`src/rtl/ps2_host_tx_pkg.sv`:
```
// PS/2 host transmitter shared definitions.
// FSM encodings, command/reply bytes, frame builder.
package ps2_host_tx_pkg;

  localparam logic [2:0] ST_IDLE    = 3'd0;
  localparam logic [2:0] ST_INHIBIT = 3'd1;
  localparam logic [2:0] ST_START   = 3'd2;
  localparam logic [2:0] ST_BITS    = 3'd3;
  localparam logic [2:0] ST_ACK     = 3'd4;
  localparam logic [2:0] ST_RELEASE = 3'd5;

  localparam logic [7:0] CMD_LED     = 8'hED;
  localparam logic [7:0] CMD_SCAN_EN = 8'hF4;
  localparam logic [7:0] CMD_RESET   = 8'hFF;

  localparam logic [7:0] DEV_ACK    = 8'hFA;
  localparam logic [7:0] DEV_RESEND = 8'hFE;
  localparam logic [7:0] DEV_BAT_OK = 8'hAA;

  // Stop, odd parity, data; shifted out LSB first.
  function automatic logic [9:0] tx_frame(
    input logic [7:0] d
  );
    return {1'b1, ~^d, d};
  endfunction

endpackage

```
`src/rtl/ps2_host_tx_if.sv`:
```
// Command handshake between a requester and the
// PS/2 host transmitter.
interface ps2_host_tx_if;
  logic       txreq;
  logic [7:0] txdata;
  logic       busy;
  logic       done;
  logic       error;

  modport master (
    output txreq,
    output txdata,
    input  busy,
    input  done,
    input  error
  );

  modport slave (
    input  txreq,
    input  txdata,
    output busy,
    output done,
    output error
  );
endinterface

```
`src/rtl/ps2_host_tx_line_filter.sv`:
```
// 8-sample deglitch of a PS/2 line plus a
// registered falling-edge pulse.
module ps2_host_tx_line_filter (
  input  logic clock,
  input  logic reset,
  input  logic ce,
  input  logic line_i,
  output logic level_o,
  output logic fall_o
);

  logic [7:0] shift_q;
  logic       level_q;
  logic       prev_q;
  logic       fall_q;

  // Level changes only after 8 agreeing samples.
  always_ff @(posedge clock or negedge reset) begin
    if (!reset) begin
      shift_q <= 8'hFF;
      level_q <= 1'b1;
      prev_q  <= 1'b1;
      fall_q  <= 1'b0;
    end else if (ce) begin
      shift_q <= {shift_q[6:0], line_i};
      if (shift_q == 8'hFF) begin
        level_q <= 1'b1;
      end else if (shift_q == 8'h00) begin
        level_q <= 1'b0;
      end
      prev_q <= level_q;
      fall_q <= prev_q & ~level_q;
    end
  end

  assign level_o = level_q;
  assign fall_o  = fall_q;

endmodule

```
`src/rtl/ps2_host_tx.sv`:
```
// PS/2 host-to-device command transmitter.
// Open-drain via ps2oe; bit 1 data, bit 0 clock.
module ps2_host_tx
  import ps2_host_tx_pkg::*;
#(
  parameter int INHIBIT_TICKS = 1750,
  parameter int TIMEOUT_TICKS = 28000,
  parameter int CNTW          = 16
) (
  input  logic         clock,
  input  logic         reset,
  input  logic         ce,
  input  logic [1:0]   ps2,
  output logic [1:0]   ps2oe,
  ps2_host_tx_if.slave hif
);

  localparam logic [CNTW-1:0] INH_LAST =
    CNTW'(INHIBIT_TICKS - 1);
  localparam logic [CNTW-1:0] TMO_LAST =
    CNTW'(TIMEOUT_TICKS - 1);
  localparam logic [CNTW-1:0] TICK_ONE =
    CNTW'(1);

  logic [2:0]      state_q, state_d;
  logic [CNTW-1:0] tick_q, tick_d;
  logic [3:0]      bits_q, bits_d;
  logic [9:0]      sr_q, sr_d;
  logic [1:0]      oe_q, oe_d;
  logic            busy_q, busy_d;
  logic            done_q, done_d;
  logic            err_q, err_d;
  logic            dat_s_q;
  logic            clk_f;
  logic            fall;
  logic            watch;

  ps2_host_tx_line_filter u_filt (
    .clock   (clock),
    .reset   (reset),
    .ce      (ce),
    .line_i  (ps2[0]),
    .level_o (clk_f),
    .fall_o  (fall)
  );

  // Next-state: frame sequencing and the shared
  // inhibit/timeout tick counter.
  always_comb begin
    state_d = state_q;
    tick_d  = tick_q;
    bits_d  = bits_q;
    sr_d    = sr_q;
    oe_d    = oe_q;
    busy_d  = busy_q;
    done_d  = 1'b0;
    err_d   = 1'b0;
    watch   = 1'b0;
    case (state_q)
      ST_IDLE: begin
        oe_d = 2'b00;
        if (hif.txreq) begin
          sr_d    = tx_frame(hif.txdata);
          tick_d  = '0;
          oe_d    = 2'b01;
          busy_d  = 1'b1;
          state_d = ST_INHIBIT;
        end
      end
      ST_INHIBIT: begin
        oe_d = 2'b01;
        if (tick_q == INH_LAST) begin
          oe_d    = 2'b11;
          state_d = ST_START;
        end else begin
          tick_d = tick_q + TICK_ONE;
        end
      end
      ST_START: begin
        oe_d    = 2'b10;
        tick_d  = '0;
        bits_d  = '0;
        state_d = ST_BITS;
      end
      ST_BITS: begin
        watch = 1'b1;
        if (fall) begin
          oe_d[1] = ~sr_q[0];
          sr_d    = {1'b0, sr_q[9:1]};
          bits_d  = bits_q + 4'd1;
          tick_d  = '0;
          if (bits_q == 4'd9) begin
            state_d = ST_ACK;
          end
        end
      end
      ST_ACK: begin
        watch = 1'b1;
        if (fall) begin
          err_d   = dat_s_q;
          done_d  = 1'b1;
          oe_d    = 2'b00;
          tick_d  = '0;
          state_d = ST_RELEASE;
        end
      end
      ST_RELEASE: begin
        oe_d = 2'b00;
        if (clk_f && dat_s_q) begin
          busy_d  = 1'b0;
          state_d = ST_IDLE;
        end else begin
          watch = 1'b1;
          if (fall) begin
            tick_d = '0;
          end
        end
      end
      default: begin
        oe_d    = 2'b00;
        busy_d  = 1'b0;
        state_d = ST_IDLE;
      end
    endcase
    // A fall in the same ce always beats timeout.
    if (watch && !fall) begin
      if (tick_q == TMO_LAST) begin
        oe_d    = 2'b00;
        done_d  = 1'b1;
        err_d   = 1'b1;
        busy_d  = 1'b0;
        state_d = ST_IDLE;
      end else begin
        tick_d = tick_q + TICK_ONE;
      end
    end
  end

  // State registers; reset releases both lines.
  always_ff @(posedge clock or negedge reset) begin
    if (!reset) begin
      state_q <= ST_IDLE;
      tick_q  <= '0;
      bits_q  <= '0;
      sr_q    <= '0;
      oe_q    <= 2'b00;
      busy_q  <= 1'b0;
      done_q  <= 1'b0;
      err_q   <= 1'b0;
      dat_s_q <= 1'b1;
    end else if (ce) begin
      state_q <= state_d;
      tick_q  <= tick_d;
      bits_q  <= bits_d;
      sr_q    <= sr_d;
      oe_q    <= oe_d;
      busy_q  <= busy_d;
      done_q  <= done_d;
      err_q   <= err_d;
      dat_s_q <= ps2[1];
    end
  end

  assign ps2oe     = oe_q;
  assign hif.busy  = busy_q;
  assign hif.done  = done_q;
  assign hif.error = err_q;

endmodule
```
`src/flat_wrapper.sv`:
```
// flat-port wrapper written by rule: the top's interface ports become plain ports
module ps2_host_tx_flat import ps2_host_tx_pkg::*;
#(
  parameter int INHIBIT_TICKS = 1750,
  parameter int TIMEOUT_TICKS = 28000,
  parameter int CNTW          = 16
)
  (clock, reset, ce, ps2, ps2oe, hif_txreq, hif_txdata, hif_busy, hif_done, hif_error);
  ps2_host_tx_if hif_i ();
  input  logic clock;
  input  logic reset;
  input  logic ce;
  input  logic [1:0] ps2;
  output logic [1:0] ps2oe;
  input wire logic [$bits(hif_i.txreq)-1:0] hif_txreq;
  input wire logic [$bits(hif_i.txdata)-1:0] hif_txdata;
  output wire logic [$bits(hif_i.busy)-1:0] hif_busy;
  output wire logic [$bits(hif_i.done)-1:0] hif_done;
  output wire logic [$bits(hif_i.error)-1:0] hif_error;
  assign hif_i.txreq = hif_txreq;
  assign hif_i.txdata = hif_txdata;
  assign hif_busy = hif_i.busy;
  assign hif_done = hif_i.done;
  assign hif_error = hif_i.error;
  ps2_host_tx #(.INHIBIT_TICKS(INHIBIT_TICKS), .TIMEOUT_TICKS(TIMEOUT_TICKS), .CNTW(CNTW)) u_core (.clock(clock), .reset(reset), .ce(ce), .ps2(ps2), .ps2oe(ps2oe), .hif(hif_i));
endmodule
```
`config.mk`:
```
export PLATFORM = sky130hd
export DESIGN_NAME = ps2_host_tx_flat
export DESIGN_NICKNAME = d
export VERILOG_FILES = /design/src/rtl/ps2_host_tx_pkg.sv /design/src/rtl/ps2_host_tx_if.sv /design/src/rtl/ps2_host_tx_line_filter.sv /design/src/rtl/ps2_host_tx.sv /design/src/flat_wrapper.sv
export SDC_FILE = /design/constraint.sdc
export NUM_CORES = 1
export LEC_CHECK = 0
export CELL_PAD_IN_SITES_DETAIL_PLACEMENT = 1
export CELL_PAD_IN_SITES_GLOBAL_PLACEMENT = 1
export CORE_MARGIN = 1.5
export CORE_UTILIZATION = 47
export DETAILED_ROUTE_END_ITERATION = 10
export PLACE_DENSITY = 0.89
export SETUP_SLACK_MARGIN = 0.5
export SYNTH_ARGS = -nofsm -noshare
export SYNTH_HDL_FRONTEND = slang
export SYNTH_SLANG_ARGS = --single-unit
```
`constraint.sdc`:
```
create_clock -name clock -period 2.4 [get_ports clock]
set_input_delay 0.24 -clock clock [delete_from_list [all_inputs] [get_ports clock]]
set_output_delay 0.24 -clock clock [all_outputs]
set_load 0.02 [all_outputs]
```
==> results.py, run 1 <==
metrics = {
    "cts": {
        "root_buffer": "clkbuf_8",
        "cts_buffers": 5,
        "htreeDepth": 2,
        "clock-sinks": 50,
        "clock_path_buffers": 2,
        "cts_tree": "yes",
        "worstSkewPairLatency_ns": 0.32,
        "clk_pin_slew_worst_paths_ns": 0.10,
        "hold_buffers": 0,
    },
    "sta": {
        "fin_crit_sh": 0.923,
        "slew_violations": 0,
        "worstMarginPinSlew_ns": 0.983,
        "finalSetupViolCount": 0,
        "skew_ns": 0.0151,
        "hold_violations": 0,
        "max_freq_mhz": 451,
        "slew_headroom": 0.345,
        "rsz0062_at_grt": "true",
        "min_period_ns": 2.22,
        "whs_ns": 0.0696,
        "timing.setup.tns_ns": 0,
    },
    "power": {
        "leakage_nw": 1.55,
        "ir_worst_vdd_v": 0.000432,
        "p_per_area_nw_per_um2": 768,
        "finalPower_mw": 2.88,
    },
    "critical_path": {
        "rrSetupSlack_ns": 0.18,
        "worstRegToRegCells": 6,
        "crit_path_start_kind": "flip-flop",
        "slowest_stage": "or4b_4",
        "rr_endpoint": "u_core.tick_q[11]$_DFFE_PN0P_",
        "max_stage_delay_ns": 0.56,
        "path_common_cell": "buf_4",
        "crit_chain": "or4b_4 > nor4_4 > buf_4 > o32ai_4 > buf_4 > a221o_2",
        "crit_fanout": 7,
        "critPathArrivalTime_ns": 2.43,
        "endpoint_kind": "flip-flop",
        "critical_path_class": "flip-flop to flip-flop",
        "required_ns": 2.61,
        "r2r_start": "u_core.tick_q[15]$_DFFE_PN0P_",
    },
    "routing": {
        "drt-vias-per-instance": 6.76,
        "finalWirelength_um": 10300,
        "ant_nets": 0,
        "num_vias": 2813,
        "initialDrtViolationCount": 206,
        "wire_per_inst_um": 24.7,
        "drc": 0,
        "first_pass_iters": 4,
    },
    "finish": {
        "fin_cells": 416,
        "diodes": 0,
        "syn_to_final_growth_pct": 27.2,
        "utilization": 0.626,
        "nets": 358,
        "layout-drive-gt1-share": 0.340,
    },
    "outcome": {
        "outcome": "completed",
    },
    "logic_synthesis": {
        "ys_ff_latch": 50,
        "synth-edff-count": 0,
        "syn_nets": 314,
        "yosysMostFrequentCell": "dfrtp_1",
        "yosysSeqAreaShare": 0.429,
        "synth_area_leaders": "dfrtp_1 33%, dfstp_2 9.8%, mux2_2 3.8%",
        "yosysTopAreaCell": "dfrtp_1",
        "synth.cell_area_sq_um": 2950,
        "synth_ff_type": "dfrtp_1",
        "yosysTopAreaCellShare": 0.331,
        "synth_common_cells": "39 x dfrtp_1, 22 x a21oi_1, 21 x nor2_1",
        "ys_types": 64,
        "ys_warn_count": 0,
        "async_flop_share": 1.00,
        "synth_cells": 296,
        "syn_avg_cell_area_sq_um": 9.97,
    },
    "grt": {
        "grt_max_degree": 44,
        "grt_pass1_wl_um": 15400,
        "antenna_found_initial": 0,
        "grt_usage": 0.307,
        "grt_overflow": 0,
        "grt_pass1_vias": 2872,
    },
    "die": {
        "die_x_um": 82.2,
        "core-area_sq_um": 5990,
        "rows": 28,
        "dieArea_sq_um": 6760,
        "ios": 19,
        "start_util": 0.492,
        "die_height_um": 82.2,
    },
    "placed_design": {
        "numPortBuffers": 18,
        "dp.cells": 393,
        "dp_hpwl_um": 5580,
        "finalWeightedCongestion": 0.857,
    },
    "job": {
        "max_cap_viol_count": 0,
    },
    "worst_hold_path": {
        "hold_class": "input port to asynchronous set/reset pin",
    },
}
==> power breakdown <==
group,internal (mW),switching [mW]
Clock,0.265,0.306
Combinational,0.455,0.517
Sequential,1.08,0.255
Total,1.80,1.08
==> through the flow <==
stage	setup slack, ns	instance area (sq um)
global placement	0.216	3310
finish	0.185	3750
global route	0.132	3750
floorplan	0.230	2980
CTS	0.192	3630
detailed placement	0.127	3310
==> cells in the final DEF (no fill, tap or decap), types with 4 or more instances in the layout <==
| cell | netlist | layout |
|---|---|---|
| a211o_1 | 6 | 6 |
| a21o_1 | 7 | 7 |
| a21oi_1 | 22 | 18 |
| a221o_2 | 5 | 5 |
| a22o_1 | 4 | 4 |
| and3_1 | 4 | 4 |
| and3_4 | 0 | 5 |
| buf_4 | 1 | 32 |
| buf_6 | 3 | 4 |
| clkbuf_8 | 1 | 7 |
| clkdlybuf4s50_1 | 0 | 17 |
| dfrtp_1 | 39 | 34 |
| dfrtp_2 | 0 | 5 |
| dfstp_2 | 11 | 11 |
| inv_1 | 9 | 9 |
| mux2_2 | 10 | 10 |
| mux2i_1 | 10 | 10 |
| nand2_1 | 13 | 13 |
| nand2b_1 | 5 | 5 |
| nand3_1 | 9 | 8 |
| nand4_1 | 8 | 8 |
| nand4b_1 | 4 | 4 |
| nor2_1 | 21 | 21 |
| nor2b_1 | 4 | 4 |
| nor3_1 | 13 | 10 |
| nor4_1 | 9 | 7 |
| o21ai_0 | 6 | 4 |
| xnor2_1 | 7 | 7 |
==> layer usage <==
| layer | track usage | part of all wire | up-vias | routed length [um] |
|---|---|---|---|---|
| li1 | - | - | 1211 | - |
| met1 | 0.381 | 0.40 | 1419 | 4160 |
| met2 | 0.515 | 0.50 | 134 | 5150 |
| met3 | 0.0495 | 0.050 | 49 | 519 |
| met4 | 0.153 | 0.045 | 0 | 468 |
| met5 | 0 | 0 | - | 0 |
==> layout make-up <==
cell class / instances / area (sq um)
clock inverters: 1 / 8.76
multi-input cells: 220 / 1790
well taps: 75 / 93.8
clock buffers: 7 / 96.3
inverters: 9 / 33.8
flip-flops and latches: 50 / 1270
fillers: 644 / 2240
repair buffers: 54 / 460
==> how the worst max path moves through the flow <==
stage                                              from                            end  slack (ns)  depth (start not counted)
after floorplan           u_core.tick_q[13]$_DFFE_PN0P_  u_core.tick_q[13]$_DFFE_PN0P_        0.23                          6
after global placement    u_core.tick_q[14]$_DFFE_PN0P_  u_core.tick_q[12]$_DFFE_PN0P_        0.22                          5
after detailed placement  u_core.tick_q[14]$_DFFE_PN0P_  u_core.tick_q[12]$_DFFE_PN0P_        0.13                          5
after CTS                 u_core.tick_q[12]$_DFFE_PN0P_  u_core.state_q[0]$_DFFE_PN0P_        0.19                          6
after global routing      u_core.tick_q[15]$_DFFE_PN0P_  u_core.state_q[0]$_DFFE_PN0P_        0.13                          7
final                     u_core.tick_q[15]$_DFFE_PN0P_  u_core.tick_q[11]$_DFFE_PN0P_        0.18                          6
==> critical path: cells and delay by family (launching register included) <==
| kind | cells | cell delay, ns |
|---|---|---|
| flip-flops | 1 | 0.46 |
| AO/OA/AOI/OAI | 2 | 0.46 |
| buffers and inverters | 2 | 0.39 |
| AND/OR/NAND/NOR | 2 | 0.78 |
==> cells by family (layout without fill, tap and decap cells) <==
group,Yosys count,in the layout,share of synthesized area
adders and majority gates,4,4,0.0170
and+or+nand+nor,112,112,0.224
buffers and inverters,28,71,0.0492
muxes,20,20,0.0721
AOI/OAI and AO/OA,75,77,0.188
xor gates and xnor gates,7,7,0.0208
DFF,50,50,0.429
==> state kept, by name (all words and copies together) (netlist names) <==
register               count
u_core.u_filt.prev_q       1
u_core.u_filt.fall_o       1
u_core.ps2oe               2
u_core.hif.error           1
u_core.sr_q               10
u_core.hif.done            1
u_core.u_filt.shift_q      8
u_core.state_q             3
u_core.hif.busy            1
u_core.u_filt.level_o      1
u_core.tick_q             16
u_core.bits_q              4
u_core.dat_s_q             1
==> repair_timing <==
item | in CTS | in global routing
cloned | 2 | 0
setup endpoints to repair | 24 | 32
setup buffers | 7 | 6
pin swaps | 20 | 18
resized for setup | 25 | 18
No activity file was read; power rests on OpenSTA's default activity.
==> run 2, diff against run 1 <==
- SETUP_SLACK_MARGIN: 0.5 -> unset
==> run 2 against run 1 <==
First-iteration DRC count decreased by 31%. Flip-flop and latch count stayed put. Combinational power decreased by 16%. Register-to-register slack worse by 0.16 ns. Cell count is 2.6% lower. Utilization shrank 5.1 points. Sequential power fell by 3%. Global-route usage shrank 4.7 points. Setup slack worse by 0.16 ns.
==> results.py, run 2 (synthesized netlist as in run 1, its figures left out) <==
metrics = {
    "outcome": {
        "outcome": "completed",
    },
    "cts": {
        "clk_pin_slew_worst_paths_ns": 0.09,
        "post-cts-setup-buffers": 0,
        "clock_path_buffers": 2,
        "cts_tree": "yes",
        "cts_buffers": 5,
        "htreeDepth": 2,
        "root_buffer": "clkbuf_8",
        "worstSkewPairLatency_ns": 0.32,
        "clock-sinks": 50,
    },
    "critical_path": {
        "crit_buf_inv": 0,
        "critical_path_class": "flip-flop to flip-flop",
        "crit_fanout": 14,
        "worstRegToRegCells": 5,
        "crit_chain": "or4b_4 > nor4_4 > o32ai_2 > and3_2 > a221o_2",
        "rr_endpoint": "u_core.tick_q[12]$_DFFE_PN0P_",
        "required_ns": 2.60,
        "crit_path_start_kind": "flip-flop",
        "critPathArrivalTime_ns": 2.58,
        "r2r_start": "u_core.tick_q[12]$_DFFE_PN0P_",
        "rrSetupSlack_ns": 0.02,
        "endpoint_kind": "flip-flop",
        "cpLargestDelayFamily": "simple AND/OR/NAND/NOR gates",
        "max_stage_delay_ns": 0.57,
        "slowest_stage": "or4b_4",
    },
    "routing": {
        "initialDrtViolationCount": 143,
        "drc": 0,
        "finalWirelength_um": 8230,
        "first_pass_iters": 4,
        "num_vias": 2571,
        "ant_nets": 0,
        "drt-vias-per-instance": 6.35,
        "wire_per_inst_um": 20.3,
    },
    "sta": {
        "hold_violations": 0,
        "finalSetupViolCount": 0,
        "max_freq_mhz": 421,
        "slew_violations": 0,
        "skew_ns": 0.00904,
        "fin_crit_sh": 0.990,
        "rsz0062_at_grt": "true",
        "min_period_ns": 2.38,
        "worstMarginPinSlew_ns": 0.855,
        "whs_ns": 0.443,
        "slew_headroom": 0.430,
    },
    "placed_design": {
        "finalWeightedCongestion": 0.852,
        "numPortBuffers": 18,
        "dpl_cell_area_sq_um": 3320,
        "dp_hpwl_um": 5640,
    },
    "finish": {
        "largest_reg_flops": 16,
        "seqCellArea_sq_um": 1260,
        "finalInstanceArea_sq_um": 3450,
        "regMostFlops": "u_core.tick_q",
        "layout-drive-gt1-share": 0.236,
        "final_cell_mix": "39 x dfrtp_1, 25 x buf_4, 22 x a21oi_1",
        "largestRegisters": "u_core.tick_q (16), u_core.sr_q (10), u_core.u_filt.shift_q (8)",
        "fillCellCount": 680,
        "syn_to_final_growth_pct": 16.9,
        "diodes": 0,
        "layout_commonest_cell": "dfrtp_1",
        "multi_input_area_sq_um": 1550,
        "nets": 347,
    },
    "job": {
        "max_cap_viol_count": 0,
    },
    "die": {
        "die_height_um": 82.2,
        "start_util": 0.492,
        "die_x_um": 82.2,
        "rows": 28,
        "core-area_sq_um": 5990,
        "ios": 19,
        "dieArea_sq_um": 6760,
    },
    "grt": {
        "antenna_found_initial": 0,
        "grt_pass1_vias": 2712,
        "grt_max_degree": 28,
        "grt_usage": 0.260,
        "grt_pass1_wl_um": 13400,
        "grt_overflow": 0,
    },
    "power": {
        "p_per_area_nw_per_um2": 793,
        "ir_worst_vdd_v": 0.000378,
        "leakage_nw": 1.48,
    },
    "worst_hold_path": {
        "hold_class": "input port to asynchronous set/reset pin",
    },
}
## run 2: timing repair
action / 4_1_cts / 5_1_grt
setup endpoints to repair: 0 / 6
hold endpoints to repair: 12 / 0
resized for setup: 0 / 2
hold buffers: 1 / 0
## run 2: power by group
group          switching (mW)  internal (mW)
Sequential              0.224           1.08
Combinational           0.417          0.401
Clock                   0.307          0.308
Total                   0.948           1.79
## run 2: metrics by stage
step	setup slack (ns)	instances	setup TNS [ns]	total power [mW]	util
CTS	0.0550	405	0	2.73	0.573
floorplan	0.201	296	0	1.80	-
global route	-0.0166	405	-0.0239	2.88	0.576
detailed placement	0.102	396	0	2.10	0.553
finish	0.0240	405	0	2.73	0.576
global placement	0.156	396	0	2.02	0.553
## run 2: how the worst max path moves through the flow
stage                                             start  slack, ns                       endpoint  cells after the start
after CTS                 u_core.tick_q[12]$_DFFE_PN0P_       0.06   u_core.tick_q[6]$_DFFE_PN0P_                      6
final                     u_core.tick_q[12]$_DFFE_PN0P_       0.02  u_core.tick_q[12]$_DFFE_PN0P_                      5
after detailed placement  u_core.tick_q[12]$_DFFE_PN0P_       0.10  u_core.tick_q[12]$_DFFE_PN0P_                      5
after floorplan            u_core.tick_q[5]$_DFFE_PN0P_       0.20  u_core.tick_q[13]$_DFFE_PN0P_                      6
after global placement    u_core.tick_q[12]$_DFFE_PN0P_       0.16  u_core.tick_q[12]$_DFFE_PN0P_                      5
after global routing       u_core.tick_q[0]$_DFFE_PN0P_      -0.02   u_core.tick_q[6]$_DFFE_PN0P_                      7
## run 2: cell type report
| type | count | area share |
|---|---|---|
| timing repair buffer | 45 | 0.114 |
| inverter | 9 | 0.00980 |
| multi-input combinational | 218 | 0.451 |
| clock buffer | 5 | 0.0200 |
| clock inverter | 3 | 0.0116 |
| tap | 75 | 0.0272 |
| sequential | 50 | 0.367 |
## run 2: metal layers
layer / share of wire / track usage / vias to the layer above
met5: 0 / 0 / -
met3: 0.028 / 0.0451 / 16
met2: 0.53 / 0.461 / 39
met4: 0.019 / 0.0831 / 0
li1: - / - / 1179
met1: 0.42 / 0.318 / 1337
==> run 3, diff against run 2 <==
- REMOVE_ABC_BUFFERS: unset -> 1
==> run 3 against run 2 <==
First-iteration DRC count down 9.1%. Register-to-register slack better by 0.03 ns. Design area up 0.40%. Die area unchanged. Total power down 0.94%. Via count down 0.93%. Combinational power down 0.6%. Sequential share of layout area down 0.15 points. Worst hold slack better by 0.023 ns. Fmax up 1.2%. Routed wire length down 5.4%.
==> results.py, run 3 (synthesized netlist as in run 1, its figures left out) <==
metrics = {
    "outcome": {
        "outcome": "completed",
    },
    "sta": {
        "worstMarginPinSlew_ns": 0.618,
        "slew_violations": 0,
        "finalSetupViolCount": 0,
        "skew_ns": 0.00401,
        "slew_headroom": 0.588,
        "layout_setup_ws_ns": 0.0523,
        "timing.setup.tns_ns": 0,
        "hold_violations": 0,
        "max_freq_mhz": 426,
        "min_period_ns": 2.35,
        "fin_crit_sh": 0.978,
        "rsz0062_at_grt": "true",
        "whs_ns": 0.466,
    },
    "die": {
        "ios": 19,
        "core-area_sq_um": 5990,
        "dieArea_sq_um": 6760,
        "die_height_um": 82.2,
        "die_x_um": 82.2,
        "rows": 28,
        "start_util": 0.492,
    },
    "routing": {
        "ant_nets": 0,
        "drc": 0,
        "finalWirelength_um": 7790,
        "wire_per_inst_um": 19.2,
        "drt-vias-per-instance": 6.27,
        "first_pass_iters": 4,
        "initialDrtViolationCount": 130,
        "num_vias": 2547,
    },
    "finish": {
        "final_cell_mix": "39 x dfrtp_1, 26 x buf_4, 22 x a21oi_1",
        "syn_to_final_growth_pct": 17.3,
        "largestRegisters": "u_core.tick_q (16), u_core.sr_q (10), u_core.u_filt.shift_q (8)",
        "fillCellCount": 681,
        "regMostFlops": "u_core.tick_q",
        "seqCellArea_sq_um": 1260,
        "largest_reg_flops": 16,
        "finalInstanceArea_sq_um": 3460,
        "multi_input_area_sq_um": 1560,
        "layout_commonest_cell": "dfrtp_1",
        "diodes": 0,
        "layout-drive-gt1-share": 0.236,
        "nets": 348,
    },
    "critical_path": {
        "critPathArrivalTime_ns": 2.56,
        "crit_path_start_kind": "flip-flop",
        "max_stage_delay_ns": 0.58,
        "crit_end": "u_core.state_q[0]$_DFFE_PN0P_",
        "crit_chain": "or4b_4 > nor4_4 > buf_4 > nor2_1 > or3_1 > a31o_1",
        "slowest_stage": "or4b_4",
        "worstRegToRegCells": 6,
        "rrSetupSlack_ns": 0.05,
        "rr_endpoint": "u_core.state_q[0]$_DFFE_PN0P_",
        "crit_buf_inv": 1,
        "required_ns": 2.61,
        "crit_fanout": 4,
        "cpLargestDelayFamily": "simple AND/OR/NAND/NOR gates",
        "r2r_start": "u_core.tick_q[5]$_DFFE_PN0P_",
        "endpoint_kind": "flip-flop",
        "cp_num_cells": 6,
        "critPathLaunch": "u_core.tick_q[5]$_DFFE_PN0P_",
        "critical_path_class": "flip-flop to flip-flop",
    },
    "power": {
        "pwr-share-seq": 0.478,
        "p_clk_frac": 0.222,
        "switching_power_uw": 918,
        "finalPower_mw": 2.71,
        "combPwrFrac": 0.300,
        "internal-power_mw": 1.79,
        "ir_worst_vdd_v": 0.000451,
        "p_per_area_nw_per_um2": 782,
        "swShare": 0.339,
        "leakage_nw": 1.49,
    },
    "cts": {
        "htreeDepth": 2,
        "clock_path_buffers": 2,
        "worstSkewPairLatency_ns": 0.31,
        "root_buffer": "clkbuf_8",
        "clk_pin_slew_worst_paths_ns": 0.09,
        "clock-sinks": 50,
        "cts_tree": "yes",
        "cts_buffers": 5,
    },
    "grt": {
        "grt_overflow": 0,
        "grt_max_degree": 28,
        "grt_usage": 0.257,
        "grt_pass1_vias": 2674,
        "antenna_found_initial": 0,
        "grt_pass1_wl_um": 13000,
    },
    "placed_design": {
        "numPortBuffers": 18,
        "pre_cts_slack_ns": 0.0828,
        "dp_hpwl_um": 5490,
        "finalWeightedCongestion": 0.839,
        "dpl_cell_area_sq_um": 3320,
    },
    "worst_hold_path": {
        "hold_class": "input port to asynchronous set/reset pin",
    },
    "job": {
        "max_cap_viol_count": 0,
    },
}
-- run 3: power groups by stage --
| stage | logic, mW | registers [mW] | clock network, mW |
|---|---|---|---|
| 2_1_floorplan | 0.493 | 1.27 | 0 |
| 6_report | 0.812 | 1.29 | 0.602 |
| 5_1_grt | 0.896 | 1.32 | 0.643 |
| 3_3_place_gp | 0.747 | 1.29 | 0 |
| 3_5_place_dp | 0.790 | 1.31 | 0 |
| 4_1_cts | 0.802 | 1.29 | 0.615 |
-- run 3: per-layer routing --
metal  share of wire  track usage  vias to the layer above
met5               0            0                        -
met4           0.023        0.100                        0
met3           0.027       0.0473                       19
met2            0.50        0.433                       45
met1            0.45        0.324                     1298
li1                -            -                     1185
-- run 3: cell type report --
type                    instances  share of cell area
multi-input cells             218               0.451
flip-flops and latches         50               0.365
repair buffers                 46               0.116
well taps                      75              0.0271
clock buffers                   5              0.0199
clock inverters                 3              0.0116
inverters                       9             0.00976
-- run 3: how the worst min path moves through the flow --
| stage | from | end | slack (ns) | depth (start not counted) |
|---|---|---|---|---|
| after floorplan | reset | u_core.bits_q[0]$_DFFE_PN0P_ | -0.06 | 0 |
| after detailed placement | reset | u_core.sr_q[5]$_DFFE_PN0P_ | 0.28 | 1 |
| after global placement | reset | u_core.sr_q[5]$_DFFE_PN0P_ | 0.28 | 1 |
| after CTS | reset | u_core.sr_q[5]$_DFFE_PN0P_ | 0.49 | 2 |
| after global routing | u_core.u_filt.shift_q[7]$_DFFE_PN1P_ | u_core.u_filt.shift_q[7]$_DFFE_PN1P_ | 0.52 | 2 |
| final | reset | u_core.sr_q[5]$_DFFE_PN0P_ | 0.47 | 2 |
-- run 3: per-stage QoR --
| stage | instances | util |
|---|---|---|
| after floorplan | 277 | - |
| after global placement | 397 | 0.555 |
| after detailed placement | 397 | 0.555 |
| after CTS | 406 | 0.575 |
| after global routing | 406 | 0.578 |
| final | 406 | 0.578 |
-- run 3: what timing repair did --
item	4_1_cts	5_1_grt
buffers inserted	0	0
gates resized for setup	0	3
endpoints found under the hold margin	22	0
setup endpoints to repair	0	8
hold buffers	1	0
